## config.mk

```make
export PLATFORM = sky130hd
export DESIGN_NAME = rx_sm_flat
export DESIGN_NICKNAME = d
export VERILOG_FILES = /design/src/rtl/rx_pkg.sv /design/src/rtl/rx_sm_if.sv /design/src/rtl/rx_fifo.sv /design/src/rtl/rx_sm.sv /design/src/flat_wrapper.sv
export SDC_FILE = /design/constraint.sdc
export NUM_CORES = 1
export LEC_CHECK = 0
export CAP_MARGIN = 20
export CORE_MARGIN = 8
export CORE_UTILIZATION = 45
export CTS_BUF_LIST = sky130_fd_sc_hd__clkbuf_4 sky130_fd_sc_hd__clkbuf_8 sky130_fd_sc_hd__clkbuf_16
export DETAILED_ROUTE_END_ITERATION = 10
export GPL_ROUTABILITY_DRIVEN = 1
export PLACE_DENSITY = 0.76
export SLEW_MARGIN = 20
export SYNTH_ARGS = -nofsm -noshare
export SYNTH_HDL_FRONTEND = slang
export SYNTH_HIERARCHICAL = 1
export SYNTH_SLANG_ARGS = --single-unit
```

## constraint.sdc

```tcl
create_clock -name clk -period 2.6 [get_ports clk]
set_input_delay 0.26 -clock clk [delete_from_list [all_inputs] [get_ports clk]]
set_output_delay 0.26 -clock clk [all_outputs]
set_load 0.02 [all_outputs]
```

## src/rtl/rx_pkg.sv

```systemverilog
// Shared types and default sizing for the serial byte receiver.
package rx_pkg;

  typedef enum logic [1:0] {
    IDLE = 2'd0,
    RECV = 2'd1,
    DROP = 2'd2,
    DONE = 2'd3
  } rx_state_e;

  localparam int RX_DATA_W = 8;
  localparam int RX_DEPTH  = 4;

endpackage

```

## src/rtl/rx_sm_if.sv

```systemverilog
// Serial link between the transmit and receive state machines.
interface rx_sm_if;

  logic tx_data;
  logic tx_valid;
  logic tx_finish;
  logic rx_ready;

  modport master (output tx_data, output tx_valid, output tx_finish, input rx_ready);
  modport slave  (input tx_data, input tx_valid, input tx_finish, output rx_ready);

endinterface

```

## src/rtl/rx_fifo.sv

```systemverilog
// First-word-fall-through receive buffer; head entry is presented
// combinationally and reads as zero while the buffer is empty.
module rx_fifo
  import rx_pkg::*;
#(
  parameter int DATA_W = RX_DATA_W,
  parameter int DEPTH  = RX_DEPTH
) (
  input  logic                       clk,
  input  logic                       rst_n,
  input  logic                       wr_en,
  input  logic [DATA_W-1:0]          wr_data,
  input  logic                       rd_en,
  output logic [DATA_W-1:0]          rd_data,
  output logic                       rd_empty,
  output logic                       full,
  output logic [$clog2(DEPTH):0]     count
);

  localparam int AW = $clog2(DEPTH);
  localparam int CW = AW + 1;

  logic [DATA_W-1:0] mem [DEPTH];
  logic [AW-1:0]     wr_ptr;
  logic [AW-1:0]     rd_ptr;
  logic              wr_ok;
  logic              rd_ok;

  // A write into a full buffer or a pop from an empty one is dropped.
  assign wr_ok    = wr_en && !full;
  assign rd_ok    = rd_en && !rd_empty;
  assign rd_empty = (count == '0);
  assign full     = (count == CW'(DEPTH));
  assign rd_data  = rd_empty ? '0 : mem[rd_ptr];

  // Storage array; contents are only meaningful behind valid pointers.
  always_ff @(posedge clk) begin
    if (wr_ok) mem[wr_ptr] <= wr_data;
  end

  // Pointers wrap naturally since DEPTH is a power of two.
  always_ff @(posedge clk or negedge rst_n) begin
    if (!rst_n) begin
      wr_ptr <= '0;
      rd_ptr <= '0;
      count  <= '0;
    end else begin
      if (wr_ok) wr_ptr <= wr_ptr + AW'(1);
      if (rd_ok) rd_ptr <= rd_ptr + AW'(1);
      case ({wr_ok, rd_ok})
        2'b10:   count <= count + CW'(1);
        2'b01:   count <= count - CW'(1);
        default: count <= count;
      endcase
    end
  end

endmodule

```

## src/rtl/rx_sm.sv

```systemverilog
// Receive state machine: deserialises LSB-first frames from the link,
// commits each byte on the beat after the last data bit, and reports
// end of transfer, framing errors and overflow.
module rx_sm
  import rx_pkg::*;
#(
  parameter int DATA_W = RX_DATA_W,
  parameter int DEPTH  = RX_DEPTH
) (
  input  logic                   clk,
  input  logic                   rst_n,
  rx_sm_if.slave                 link,
  input  logic                   rd_en,
  output logic [DATA_W-1:0]      rd_data,
  output logic                   rd_empty,
  output logic [$clog2(DEPTH):0] count,
  output logic                   rx_done,
  input  logic                   rx_clr,
  output logic                   frame_err,
  output logic                   overflow
);

  localparam int CW = $clog2(DEPTH) + 1;
  localparam int BW = $clog2(DATA_W + 1);

  rx_state_e         state;
  logic [DATA_W-1:0] shreg;
  logic [BW-1:0]     bit_cnt;
  logic              ready;
  logic              full;
  logic              commit;
  logic              pop;
  logic [CW-1:0]     count_nxt;
  logic              full_nxt;

  assign link.rx_ready = ready;

  // Commit beat: the extra strobe after DATA_W data bits carries no data.
  assign commit    = (state == RECV) && link.tx_valid &&
                     (bit_cnt == BW'(DATA_W)) && !rx_clr;
  assign pop       = rd_en && !rd_empty;
  // Look-ahead occupancy so the registered ready matches the buffer
  // state in the same cycle the FSM lands in IDLE.
  assign count_nxt = count + CW'(commit) - CW'(pop);
  assign full_nxt  = (count_nxt == CW'(DEPTH));

  rx_fifo #(.DATA_W(DATA_W), .DEPTH(DEPTH)) u_fifo (
    .clk      (clk),
    .rst_n    (rst_n),
    .wr_en    (commit),
    .wr_data  (shreg),
    .rd_en    (rd_en),
    .rd_data  (rd_data),
    .rd_empty (rd_empty),
    .full     (full),
    .count    (count)
  );

  // Frame FSM with registered ready, done and single-cycle error pulses.
  always_ff @(posedge clk or negedge rst_n) begin
    if (!rst_n) begin
      state     <= IDLE;
      shreg     <= '0;
      bit_cnt   <= '0;
      ready     <= 1'b0;
      rx_done   <= 1'b0;
      frame_err <= 1'b0;
      overflow  <= 1'b0;
    end else begin
      frame_err <= 1'b0;
      overflow  <= 1'b0;
      if (rx_clr) begin
        // Abandons any partial frame silently; buffer is left intact.
        state   <= IDLE;
        bit_cnt <= '0;
        rx_done <= 1'b0;
        ready   <= !full_nxt;
      end else begin
        case (state)
          IDLE: begin
            if (link.tx_finish) begin
              state   <= DONE;
              rx_done <= 1'b1;
              ready   <= 1'b0;
            end else if (link.tx_valid && full) begin
              overflow <= 1'b1;
              state    <= DROP;
              ready    <= 1'b0;
            end else if (link.tx_valid) begin
              shreg   <= {link.tx_data, shreg[DATA_W-1:1]};
              bit_cnt <= BW'(1);
              state   <= RECV;
              ready   <= 1'b0;
            end else begin
              ready <= !full_nxt;
            end
          end
          RECV: begin
            if (!link.tx_valid) begin
              frame_err <= 1'b1;
              bit_cnt   <= '0;
              state     <= IDLE;
              ready     <= !full_nxt;
            end else if (bit_cnt == BW'(DATA_W)) begin
              bit_cnt <= '0;
              state   <= IDLE;
              ready   <= !full_nxt;
            end else begin
              shreg   <= {link.tx_data, shreg[DATA_W-1:1]};
              bit_cnt <= bit_cnt + BW'(1);
              ready   <= 1'b0;
            end
          end
          DROP: begin
            if (!link.tx_valid) begin
              state <= IDLE;
              ready <= !full_nxt;
            end else begin
              ready <= 1'b0;
            end
          end
          DONE: begin
            rx_done <= 1'b1;
            ready   <= 1'b0;
          end
          default: begin
            state <= IDLE;
            ready <= 1'b0;
          end
        endcase
      end
    end
  end

endmodule

```

## src/flat_wrapper.sv

```systemverilog
// flat-port wrapper written by rule: the top's interface ports become plain ports
module rx_sm_flat import rx_pkg::*;
#(
  parameter int DATA_W = RX_DATA_W,
  parameter int DEPTH  = RX_DEPTH
)
  (clk, rst_n, rd_en, rd_data, rd_empty, count, rx_done, rx_clr, frame_err, overflow, link_tx_data, link_tx_valid, link_tx_finish, link_rx_ready);
  rx_sm_if link_i ();
  input  logic clk;
  input  logic rst_n;
  input  logic rd_en;
  output logic [DATA_W-1:0] rd_data;
  output logic rd_empty;
  output logic [$clog2(DEPTH):0] count;
  output logic rx_done;
  input  logic rx_clr;
  output logic frame_err;
  output logic overflow;
  input wire logic [$bits(link_i.tx_data)-1:0] link_tx_data;
  input wire logic [$bits(link_i.tx_valid)-1:0] link_tx_valid;
  input wire logic [$bits(link_i.tx_finish)-1:0] link_tx_finish;
  output wire logic [$bits(link_i.rx_ready)-1:0] link_rx_ready;
  assign link_i.tx_data = link_tx_data;
  assign link_i.tx_valid = link_tx_valid;
  assign link_i.tx_finish = link_tx_finish;
  assign link_rx_ready = link_i.rx_ready;
  rx_sm #(.DATA_W(DATA_W), .DEPTH(DEPTH)) u_core (.clk(clk), .rst_n(rst_n), .link(link_i), .rd_en(rd_en), .rd_data(rd_data), .rd_empty(rd_empty), .count(count), .rx_done(rx_done), .rx_clr(rx_clr), .frame_err(frame_err), .overflow(overflow));
endmodule
```

; After elaboration in Yosys (flattened, before gate mapping)
; Memories as Yosys holds them, arrays and structs flattened.
; Index checks and enable logic that the tools add are counted.
; W data, S select, Z words.
[totals]
regBits = 25
ramBits = 32
inputBits = 7
output_inout_bits = 16
mem_count = 1
[mem_list]
columns = name, depth, word_bits, rd, rd_ports_with_merged_regs, wr, line_no
row1 = u_core.u_fifo.mem, 4, 8, 1, 0, 1, rx_fifo.sv:23  ; logic [DATA_W-1:0] mem [DEPTH];
[classes]
n_addsub = 7
n_eq_ne = 20
n_mux = 42
bitwise = 1
reduce_logical = 21
[ops]
columns = cell, count
row1 = $mux W8, 6
row2 = $mux W4, 6
row3 = $mux W1, 17
row4 = $pmux W8 S2, 1
row5 = $ne A3 B3 Y1 const B, 5
row6 = $mux W2, 7
row7 = $ne A2 B2 Y1 const B, 5
row8 = $pmux W4 S2, 1
row9 = $reduce_and A4 Y1, 2
row10 = $reduce_and A7 Y1, 1
row11 = $eq A2 B2 Y1 const B, 3
row12 = $eq A3 B3 Y1 const B, 2
row13 = $logic_and A1 B1 Y1, 6
row14 = $pmux W2 S3, 1
row15 = $pmux W3 S2, 1
row16 = $reduce_bool A3 Y1, 2
row17 = $ne A5 B4 Y1 const B, 1
row18 = $add A2 B1 Y2 const B, 2
row19 = $add A4 B1 Y4 const B, 1
row20 = $eq A2 B1 Y1 const B, 2
row21 = $eq A4 B4 Y1 const B, 1
row22 = $logic_not A1 Y1, 4
row23 = $ne A4 B4 Y1 const B, 1
row24 = $pmux W1 S4, 1
row25 = 11 further kinds, 12

; Longest topological paths before layout
[logic_depth]
depth_word = 13
ltp_mapped = 12
ltp_nobuf = 12

; Modules after synthesis
; The synthesis kept the hierarchy.
[by_module_without_submodules]
columns = module, n_inst, cells_each, area_each_um2, seq_area_each_um2
row1 = rx_fifo, 1, 89, 1656.6, 1136.1
row2 = rx_sm, 1, 96, 1063.5, 450.4

; Least setup slack after synthesis
; Ideal clock, no wire load.
[synth_timing]
path_kind = register -> register
startpoint = reg u_core.u_fifo.count[0]
endpoint = reg u_core.ready, in the netlist u_core/link.rx_ready
setup_ps = 123
t_arrival_ps = 2419
required_time_ps = 2477
path_slack_ps = 57
stages_incl_launch_ff = 12
n_path_buf = 1
cell_sequence = dfrtp_1 > or3_4 > buf_6 > inv_1 > nor2b_1 > ha_1 > inv_1 > ha_1 > fa_1 > xnor2_1 > nor3_1 > nor2_1
[synth_between]
elab_chain_len = 11
elab_cells_between_ends = 16
cone_classes = add/sub: 2 / eq/ne: 2 / mux: 7 / reduce/logical: 5
[synth_lines]
columns = item, line_no
row1 = "start, declared", rx_fifo.sv:17  ; output logic [$clog2(DEPTH):0] count
row2 = "start signal, assigned", rx_fifo.sv:51  ; 2'b10: count <= count + CW'(1);
row3 = "start signal, assigned", rx_fifo.sv:52  ; 2'b01: count <= count - CW'(1);
row4 = "start signal, assigned", rx_fifo.sv:53  ; default: count <= count;
row5 = $logic_not A3 Y1 (*), rx_fifo.sv:32  ; assign rd_empty = (count == '0);
row6 = via rd_empty, flat_wrapper.sv:13  ; output logic rd_empty;
row7 = $logic_not A1 Y1 (*), rx_sm.sv:41  ; assign pop = rd_en && !rd_empty;
row8 = $logic_and A1 B1 Y1 (*), rx_sm.sv:41
row9 = $sub A3 B1 Y3 (*), rx_sm.sv:44  ; assign count_nxt = count + CW'(commit) - CW'(pop);
row10 = $eq A3 B3 Y1 (*), rx_sm.sv:45  ; assign full_nxt = (count_nxt == CW'(DEPTH));
row11 = $logic_not A1 Y1 (*), -
row12 = $mux W1, "rx_sm.sv:89, rx_sm.sv:115"
row13 = $mux W1, rx_sm.sv:85  ; end else if (link.tx_valid && full) begin
row14 = $mux W1, rx_sm.sv:81  ; if (link.tx_finish) begin
row15 = $pmux W1 S4, rx_sm.sv:79  ; case (state)
row16 = $mux W1 (*), rx_sm.sv:72  ; if (rx_clr) begin
row17 = "end signal, assigned", rx_sm.sv:77  ; ready <= !full_nxt;
row18 = "end signal, assigned", rx_sm.sv:95  ; ready <= !full_nxt;
row19 = "end signal, assigned", rx_sm.sv:103  ; ready <= !full_nxt;
row20 = "end, declared", rx_sm.sv:29  ; logic ready;
; The timed path passes the listed nets; every way through them passes the cells marked *.
; A chain may end at the register's enable or synchronous reset.

; Worst setup path in the final report
[layout_timing]
startpoint = reg u_core.u_fifo.rd_ptr[0]
endpoint = out rd_data[6]
[layout_between]
elab_chain_len = 2
[layout_lines]
columns = item, line_no
row1 = "start, declared", rx_fifo.sv:25  ; logic [AW-1:0] rd_ptr;
row2 = "start signal, assigned", rx_fifo.sv:49  ; if (rd_ok) rd_ptr <= rd_ptr + AW'(1);
row3 = $mem_v2 Z4 W8, -
row4 = $mux W8, rx_fifo.sv:34  ; assign rd_data = rd_empty ? '0 : mem[rd_ptr];
row5 = "end, declared", flat_wrapper.sv:12  ; output logic [DATA_W-1:0] rd_data;
; No other way between the ends.

==> impl_results.md <==
* Arrival time at the worst endpoint at 2.16 ns
* Simple-Gate Fraction of Synth Area at 0.09614
* Core Box Area at 5886 um2
* First-pass GRT wire length at 7355 um
* CTS tree: yes
* Area growth from synthesis to layout at 20.98%
* Critical-path cell list: buf_12 -> mux4_2 -> and2_1 -> clkdlybuf4s50_1
* Drt pass-1 iters at 4
* Largest family of logic cells by synthesized area: multiplexers
* Vias in the first global route at 1566
* CP max FO at 7
* Clock slew at reported path FFs at 0.07 ns
* Die Wd at 93.75 um
* Minimum clock period at 2.418 ns
* Syn_nets at 207
* Flops & latches, synth at 57
* Post-synth EDFFs at 32
* Power Dens Cells at 1098 nW/um2
* Post-CTS sizing at 0
* Run status: finished, final reports clean
* Total GRT Usage at 0.1113
* Worst setup EP type: output pin
* DR vias at 1481
* Slew of the pin with the lowest slew margin at 0.5033 ns
* Antenna fix cells at 0
* WL/cell at 14.58 um
* Peak supply drop at 0.0005495 V
* Final setup viols at 0
* RSZ-0062 raised after global routing: no
* GR Overflow Total at 0
* Die footprint at 8788 um2
* Fin. Hold Viols at 0
* Post-synth cell types at 40
* Final cycle utilization of the critical path at 0.9299
* Clock sink count at 57
* H-tree levels at 3
* Warnings from Yosys at 6
* Ports at 23
* Crit Path Category: register to output pin
* Iter 0 DRT Violations at 42
* CP max stage delay at 0.54 ns
* Setup TNS at 0 ns
* FILL cells at 473
* XOR/XNOR Fraction of Synth Area at 0.02576
* Max-cap viol count at 0
* Max frequency at 413.6 MHz
* Leak at 1.333 nW
* CP delay by family, top: buffers and inverters
* Die Y at 93.75 um
* HPWL after DPL at 3044 um
* Adder-cell share of the synthesized area at 0.07452
* CP max stage cell: clkdlybuf4s50_1
* Clock Path Buffers at 2
* PortBufs at 22
* Compound-gate portion of the synthesized area at 0.04830
* Post-DRT Antenna Nets at 0
* Initial Utilization at 0.4622
* Sequential element share of the synthesized area at 0.5833
* Hold Crit Class: input port to async pin
* Final Slew Violations at 0
* Nets at 243
* Number of CTS-inserted buffers at 9
* Clock tree root buffer cell: clkbuf_8
* Mux contribution to synthesized area at 0.1302
* Setup Skew at 0.009499 ns
* Routed wire length at 4390 um
* Antenna violations before repair at 0
* # DRC at 0
* CP startpoint kind: register
* Pin count of the biggest net entering global routing at 26
* Vias per std cell at 4.920
* WP data required at 2.34 ns
* Num rows at 28
* Layout cells sized above 1 at 0.2257
* Worst path bufs/invs at 2
* Cell Area, Synth at 2720 um2
* Post-CTS setup buffer count at 0
* Post-synth ARST share at 0.4386
* Mean area per synthesized cell at 14.70 um2
* GPL Wtd Cong at 0.8409
* PnR Total Power at 3.612 mW
* Synthesized instance count at 185
* Post-synth top flop: edfxtp_1
* Final core utilization at 0.5591
* Clock Latency Late Sink at 0.33 ns
* Post-CTS Hold Buffers at 0
* Max-slew headroom at 0.6644
[worst reg2reg max path, delay by kind of cell (launching register included)]
kind | cells | cell delay (ns)
simple gates | 4 | 0.46
xor+xnor | 1 | 0.14
buf+inv | 3 | 0.19
flops | 1 | 0.41
fa+ha+maj | 4 | 1.06
[cell families after synthesis]
group | after synthesis
AO/OA/AOI/OAI | 17
XOR/XNOR | 8
adder cells (fa/ha/maj) | 15
buffers and inverters | 24
flip-flops | 57
multiplexers | 21
AND/OR/NAND/NOR | 43
[through the flow]
stage | hold WS [ns] | worst slack [ns] | area, um2 | std cells
floorplan | -0.03559 | 0.05708 | 2720 | 185
global placement | 0.4980 | 0.2552 | 3068 | 285
detailed placement | 0.5004 | 0.2118 | 3068 | 285
CTS | 0.2957 | 0.1345 | 3291 | 301
global route | 0.3297 | 0.02105 | 3291 | 301
finish | 0.2999 | 0.1823 | 3291 | 301
[registers in the layout, indices dropped and copies added, names as in the netlist]
signal and flops:
u_core/u_fifo/mem 32, u_core/link.rx_ready 1, u_core/u_fifo/rd_ptr 2, u_core/overflow 1
u_core/rx_done 1, u_core/u_fifo/count 3, u_core/bit_cnt 4, u_core/u_fifo/wr_ptr 2
u_core/state 2, u_core/shreg 8, u_core/frame_err 1
[worst paths after layout]
kind | start | end | slack, ns | cells after the start
hold / removal | rst_n | u_core/state[0] | 0.30 | 2
setup reg to reg | u_core/state[1] | u_core/link.rx_ready | 0.22 | 12
max in group asynchronous | rst_n | u_core/shreg[5] | 2.03 | 2
setup / recovery | u_core/u_fifo/rd_ptr[0] | rd_data[6] | 0.18 | 4
min in group clk | u_core/bit_cnt[3] | u_core/bit_cnt[3] | 0.52 | 1
hold reg to reg | u_core/bit_cnt[3] | u_core/bit_cnt[3] | 0.52 | 1
[final cells by class]
cell class,count,area (um2),area share
Inverter,18,67.56,0.02053
Clock buffer,10,131.4,0.03992
Clock inverter,6,91.34,0.02776
Tap cell,75,93.84,0.02852
Timing Repair Buffer,31,300.3,0.09125
Sequential cell,57,1587,0.4821
Multi-Input combinational cell,104,1020,0.3099
[synth_stat cells (2+ instances only)]
library cell / n / share of area
dfrtp_1: 25 / 0.23
nand2b_1: 3 / 0.0069
nor2_1: 9 / 0.012
buf_6: 3 / 0.012
xnor2_1: 5 / 0.016
mux2_4: 8 / 0.044
a21oi_1: 4 / 0.0074
fa_1: 2 / 0.015
nor3_1: 4 / 0.0074
o21ai_0: 3 / 0.0055
nand2_1: 2 / 0.0028
mux2_2: 3 / 0.012
ha_1: 13 / 0.060
mux2i_1: 2 / 0.0074
clkbuf_1: 2 / 0.0028
edfxtp_1: 32 / 0.35
inv_1: 18 / 0.025
o2bb2ai_1: 2 / 0.0064
and2_1: 12 / 0.028
mux4_2: 8 / 0.066
nand3_1: 2 / 0.0037
nand3b_1: 2 / 0.0055
xor2_1: 3 / 0.0097
o22ai_1: 2 / 0.0046
[metal layers]
| layer | global-route usage | wire (um) |
|---|---|---|
| met1 | 0.1186 | 1909 |
| met4 | 0.06341 | 87 |
| met2 | 0.1861 | 2176 |
| met3 | 0.04077 | 216 |
| met5 | 0 | 0 |
[layout by cell type, fill, tap and decap left out, drive strengths merged, types with 4 or more instances in the layout]
cell type and count:
clkbuf 10, nor3 4, nand2b 4, buf 9
dfrtp 25, xnor2 5, nor2 9, clkdlybuf4s50 22
and2 13, inv 19, a21oi 4, ha 13
mux2 11, mux4 8, edfxtp 32
[power by group]
part	leakage, nW	internal, mW	switching [mW]
clock network	0.114	0.555	0.347
registers	0.607	1.16	0.177
logic	0.611	0.750	0.622
No activity file was read; power rests on OpenSTA's default activity.
